`config.mk`:
```
export PLATFORM = sky130hd
export DESIGN_NAME = counter_scheduler
export DESIGN_NICKNAME = d
export VERILOG_FILES = /design/src/rtl/counter_scheduler.sv
export SDC_FILE = /design/constraint.sdc
export NUM_CORES = 1
export LEC_CHECK = 0
export BUFFER_PORTS_ARGS = -buffer_cell sky130_fd_sc_hd__clkbuf_2
export CAP_MARGIN = 30
export CORE_ASPECT_RATIO = 1.1
export CORE_MARGIN = 5
export CORE_UTILIZATION = 40
export CTS_CLUSTER_DIAMETER = 200
export DETAILED_ROUTE_END_ITERATION = 12
export GPL_TIMING_DRIVEN = 0
export MAX_ROUTING_LAYER = met4
export PLACE_DENSITY = 0.69
export SLEW_MARGIN = 15
export SYNTH_ARGS = -nofsm -noshare
export SYNTH_HDL_FRONTEND = slang
export SYNTH_SLANG_ARGS = --single-unit
```
`constraint.sdc`:
```
create_clock -name clock -period 5.3 [get_ports clock]
set_input_delay 0.265 -clock clock [delete_from_list [all_inputs] [get_ports clock]]
set_output_delay 0.265 -clock clock [all_outputs]
set_load 0.05 [all_outputs]
```
`src/rtl/counter_scheduler.sv`:
```
// counter_scheduler: round-robin owner of one shared up/down counter; grant and enable one edge after req, done one cycle after the last step.
// Requester holds req until its done pulse (drop = abort). Optional clear per requester with macro COUNTER_SCHEDULER_CLEAR_EN.
module counter_scheduler #(
  parameter int NUM_REQ    = 4,
  parameter int STEP_WIDTH = 8,
  parameter int WIDTH      = 8
) (
  input  logic                          clock,
  input  logic                          reset_n,
  input  logic [NUM_REQ-1:0]            req,
  input  logic [NUM_REQ-1:0]            reqDirection,
  input  logic [NUM_REQ*STEP_WIDTH-1:0] reqSteps,
`ifdef COUNTER_SCHEDULER_CLEAR_EN
  input  logic [NUM_REQ-1:0]            reqClear,
`endif
  input  logic [WIDTH-1:0]              counterValue,
  output logic [NUM_REQ-1:0]            grant,
  output logic [NUM_REQ-1:0]            done,
  output logic [WIDTH-1:0]              resultValue,
  output logic                          counterEnable,
  output logic                          counterDirection,
  output logic                          counterReset,
  output logic                          busy
);

  localparam int IW = (NUM_REQ > 1) ? $clog2(NUM_REQ) : 1;

  typedef enum logic [1:0] {IDLE, RUN, DONE} state_t;

  state_t                state, state_nxt;
  logic [IW-1:0]         ptr, ptr_nxt;
  logic [IW-1:0]         owner, owner_nxt;
  logic [STEP_WIDTH-1:0] remain, remain_nxt;
  logic                  clr_q, clr_nxt;
  logic [NUM_REQ-1:0]    grant_nxt, done_nxt;
  logic [WIDTH-1:0]      result_nxt;
  logic                  en_nxt, dir_nxt, rst_nxt, busy_nxt;

  logic [NUM_REQ-1:0]    clr_vec;
  logic [IW-1:0]         win;
  logic [IW-1:0]         idx;
  logic [STEP_WIDTH-1:0] win_steps;

`ifdef COUNTER_SCHEDULER_CLEAR_EN
  assign clr_vec = reqClear;
`else
  assign clr_vec = '0;
`endif

  // Scan from the pointer downwards so the closest requester at or after it wins.
  always_comb begin
    win = ptr;
    idx = ptr;
    for (int k = NUM_REQ - 1; k >= 0; k--) begin
      idx = IW'((int'(ptr) + k) % NUM_REQ);
      if (req[idx]) win = idx;
    end
  end

  assign win_steps = reqSteps[int'(win)*STEP_WIDTH +: STEP_WIDTH];

  always_comb begin
    state_nxt  = state;
    ptr_nxt    = ptr;
    owner_nxt  = owner;
    remain_nxt = remain;
    clr_nxt    = clr_q;
    grant_nxt  = grant;
    done_nxt   = '0;
    en_nxt     = counterEnable;
    dir_nxt    = counterDirection;
    rst_nxt    = 1'b0;
    result_nxt = resultValue;
    case (state)
      IDLE: begin
        if (|req) begin
          owner_nxt      = win;
          dir_nxt        = reqDirection[win];
          remain_nxt     = win_steps;
          clr_nxt        = clr_vec[win];
          grant_nxt      = '0;
          grant_nxt[win] = 1'b1;
          if (clr_vec[win]) begin
            state_nxt = RUN;
            rst_nxt   = 1'b1;
            en_nxt    = 1'b0;
          end else if (win_steps == '0) begin
            state_nxt     = DONE;
            grant_nxt     = '0;
            done_nxt[win] = 1'b1;
            en_nxt        = 1'b0;
          end else begin
            state_nxt = RUN;
            en_nxt    = 1'b1;
          end
        end
      end
      RUN: begin
        if (!req[owner]) begin
          state_nxt = IDLE;
          grant_nxt = '0;
          en_nxt    = 1'b0;
        end else if (clr_q || remain == STEP_WIDTH'(1)) begin
          state_nxt       = DONE;
          grant_nxt       = '0;
          en_nxt          = 1'b0;
          done_nxt[owner] = 1'b1;
        end else begin
          remain_nxt = remain - STEP_WIDTH'(1);
        end
      end
      DONE: begin
        // The counter already holds every step here, so sample it on the way out.
        state_nxt  = IDLE;
        result_nxt = counterValue;
        ptr_nxt    = IW'((int'(owner) + 1) % NUM_REQ);
      end
      default: state_nxt = IDLE;
    endcase
    busy_nxt = (state_nxt != IDLE);
  end

  always_ff @(posedge clock or negedge reset_n) begin
    if (!reset_n) begin
      state            <= IDLE;
      ptr              <= '0;
      owner            <= '0;
      remain           <= '0;
      clr_q            <= 1'b0;
      grant            <= '0;
      done             <= '0;
      resultValue      <= '0;
      counterEnable    <= 1'b0;
      counterDirection <= 1'b0;
      counterReset     <= 1'b0;
      busy             <= 1'b0;
    end else begin
      state            <= state_nxt;
      ptr              <= ptr_nxt;
      owner            <= owner_nxt;
      remain           <= remain_nxt;
      clr_q            <= clr_nxt;
      grant            <= grant_nxt;
      done             <= done_nxt;
      resultValue      <= result_nxt;
      counterEnable    <= en_nxt;
      counterDirection <= dir_nxt;
      counterReset     <= rst_nxt;
      busy             <= busy_nxt;
    end
  end

endmodule

```
==> flow_metrics.env <==
export IMPL_root_buffer="clkbuf_8"
export IMPL_first_pass_iters=4
export IMPL_numCtsBuffers=5
export IMPL_grt_pass1_vias=2079
export IMPL_grtUsageTotal=0.186
export IMPL_yosysWarnings=0
export IMPL_yosys_area_share_adder=0.0355
export IMPL_finalCriticalPeriod_ns=2.54
export IMPL_overflow=0
export IMPL_fin_skew_ns=0.00680
export IMPL_rows=27
export IMPL_route_met3_wl_um=321
export IMPL_wl_met2_mm=3.02
export IMPL_top_layer="met4"
export IMPL_synth_top_family_by_area="simple AND/OR/NAND/NOR gates"
export IMPL_cts_buffer_depth=2
export IMPL_cp_required_ns=5.47
export IMPL_tightestPinTransition_ns=0.717
export IMPL_holdWs_ns=0.202
export IMPL_cp_arrival_ns=2.71
export IMPL_path_class="flip-flop to flip-flop"
export IMPL_syn_area_per_cell_um2=8.74
export IMPL_slew_violations=0
export IMPL_setup_ws_ns=2.76
export IMPL_synth_compound_area_frac=0.198
export IMPL_synth_edff_count=0
export IMPL_setup_tns_ns=0
export IMPL_ys_ff_latch=33
export IMPL_max_freq_ghz=0.393
export IMPL_rsz0062_at_grt="no"
export IMPL_layout_common_cells="clkbuf_2 (67), dfrtp_1 (33), o21ai_0 (23)"
export IMPL_cts_tree="done"
export IMPL_maxCapViolCount=0
export IMPL_synthCells=242
export IMPL_die_area_um2=6840
export IMPL_ios=70
export IMPL_synth_flop_cell="dfrtp_1"
export IMPL_clkTransAtPathRegs_ns=0.07
export IMPL_path_max_fanout=10
export IMPL_cts_sinks=33
export IMPL_die_x_um=79.3
export IMPL_hold_violations=0
export IMPL_status="finished clean"
export IMPL_start_util=0.417
export IMPL_numPortBuffers=67
export IMPL_nets=374
export IMPL_met1_length_mm=2.52
export IMPL_gp_congestion=0.888
export IMPL_async_reset_ff_frac=1.00
export IMPL_start_kind="flip-flop"
export IMPL_dp_cells=367
export IMPL_yosys_area_share_simple=0.263
export IMPL_via_count=2068
export IMPL_dpl_worst_slack_ns=2.83
export IMPL_drive_gt1_frac=0.326
export IMPL_wire_per_inst_um=15.8
export IMPL_netlist_area_um2=2110
export IMPL_clk_latency_ns=0.29
export IMPL_synth_xor_area_share=0
export IMPL_synthMuxAreaShare=0.0586
export IMPL_routed_wl_mm=5.95
export IMPL_critPathCaptureType="flip-flop"
export IMPL_p_leak_nw=1.29
export IMPL_syn_nets=298
export IMPL_ant_nets=0
export IMPL_antenna_found_initial=0
export IMPL_slew_headroom=0.518
export IMPL_power_total_mw=1.17
export IMPL_antenna_cells=0
export IMPL_vias_per_cell=5.49
export IMPL_core_area_um2=5070
export IMPL_drtIter0Drc=101
export IMPL_synth_seq_area_share=0.391
export IMPL_finalNonFillerCells=377
export IMPL_hpwl_mm=4.49
export IMPL_grt_max_degree=34
export IMPL_final_common_cell="clkbuf_2"
export IMPL_power_density_nw_per_um2=439
export IMPL_setup_viol=0
export IMPL_area_delta_synth_final_pct=26.5
export IMPL_grt_pass1_wl_mm=9.83
export IMPL_holdCritPathClass="primary input to flip-flop"
export IMPL_synth_cell_types=47
export IMPL_fin_crit_sh=0.480
export IMPL_drc=0
export IMPL_ir_drop_mv=0.245
export IMPL_die_y_um=86.3
export IMPL_cts_htree_levels=2
-- synth_stat cells, drive strengths merged (2+ instances only) --
cell type,n,area share
a21o,2,0.0071
a21oi,11,0.026
a311oi,2,0.0083
and3,15,0.044
buf,7,0.028
clkbuf,10,0.018
dfrtp,33,0.39
ha,6,0.036
inv,4,0.0071
mux2,9,0.048
nand2,22,0.039
nand2b,5,0.015
nand3,19,0.045
nand3b,2,0.0071
nand4,2,0.0059
nor2,22,0.039
nor2b,4,0.012
nor3,5,0.014
o21ai,38,0.10
o22ai,2,0.0059
-- power breakdown --
part	switching [mW]	leakage (nW)	total (mW)	internal [mW]
sequential	0.0616	0.408	0.387	0.325
clock	0.104	0.0543	0.245	0.141
combinational	0.358	0.831	0.543	0.185
total	0.524	1.29	1.17	0.651
-- final cells by class --
cell class	instances	area, um2
buffer	17	96.3
clock buffer	5	68.8
clock inverter	3	46.3
fill	494	2390
inverter	4	15.0
multi-input combinational	188	1180
sequential	33	826
tap	58	72.6
timing repair buffer	69	373
-- registers in the layout (all words and copies together) (netlist names) --
signal	flops
busy	1
ptr	2
counterEnable	1
grant	4
done	4
counterDirection	1
resultValue	8
state	2
owner	2
remain	8
-- metrics by stage --
stage | cell area, um2 | utilization
after floorplan | 2110 | -
after global placement | 2520 | 0.498
after detailed placement | 2520 | 0.498
after CTS | 2640 | 0.520
after global routing | 2680 | 0.528
final | 2680 | 0.528
-- worst paths after layout --
kind / from / endpoint / slack (ns) / cells after the start
max in group asynchronous: reset_n / remain[1] / 4.42 / 3
min in group asynchronous: reset_n / done[0] / 0.44 / 2
worst max register to register: ptr[1] / state[0] / 2.76 / 9
worst max-delay path: ptr[1] / state[0] / 2.76 / 9
worst min register to register: grant[3] / grant[3] / 0.49 / 2
worst min-delay path: counterValue[0] / resultValue[0] / 0.20 / 2
-- worst max-delay path: stages, from the launching register on --
cell,delay [ns]
dfrtp_1,0.32
buf_2,0.19
nand2_1,0.08
a2bb2oi_1,0.26
o221a_2,0.25
clkbuf_1,0.33
o21ai_0,0.23
a22oi_2,0.31
and4bb_4,0.37
o21ai_2,0.08
-- what timing repair did --
item / in CTS / in global routing
resized for setup: 0 / 0
setup endpoints to repair: 0 / 0
hold buffers: 0 / 1
buffers inserted: 0 / 0
endpoints found under the hold margin: 0 / 11
-- layer usage --
layer  global-route usage  vias to the layer above
li1                     -                     1021
met1                0.230                      967
met2                0.304                       71
met3               0.0353                        9
met4               0.0641                        0
met5                    -                        -
-- kinds of logic after synthesis --
group | Yosys count
other | 1
AND/OR/NAND/NOR | 104
flip-flops | 33
multiplexers | 10
adder cells (fa/ha/maj) | 6
buffers and inverters | 21
AO/OA/AOI/OAI | 67
(Power assumes the default switching activity.)
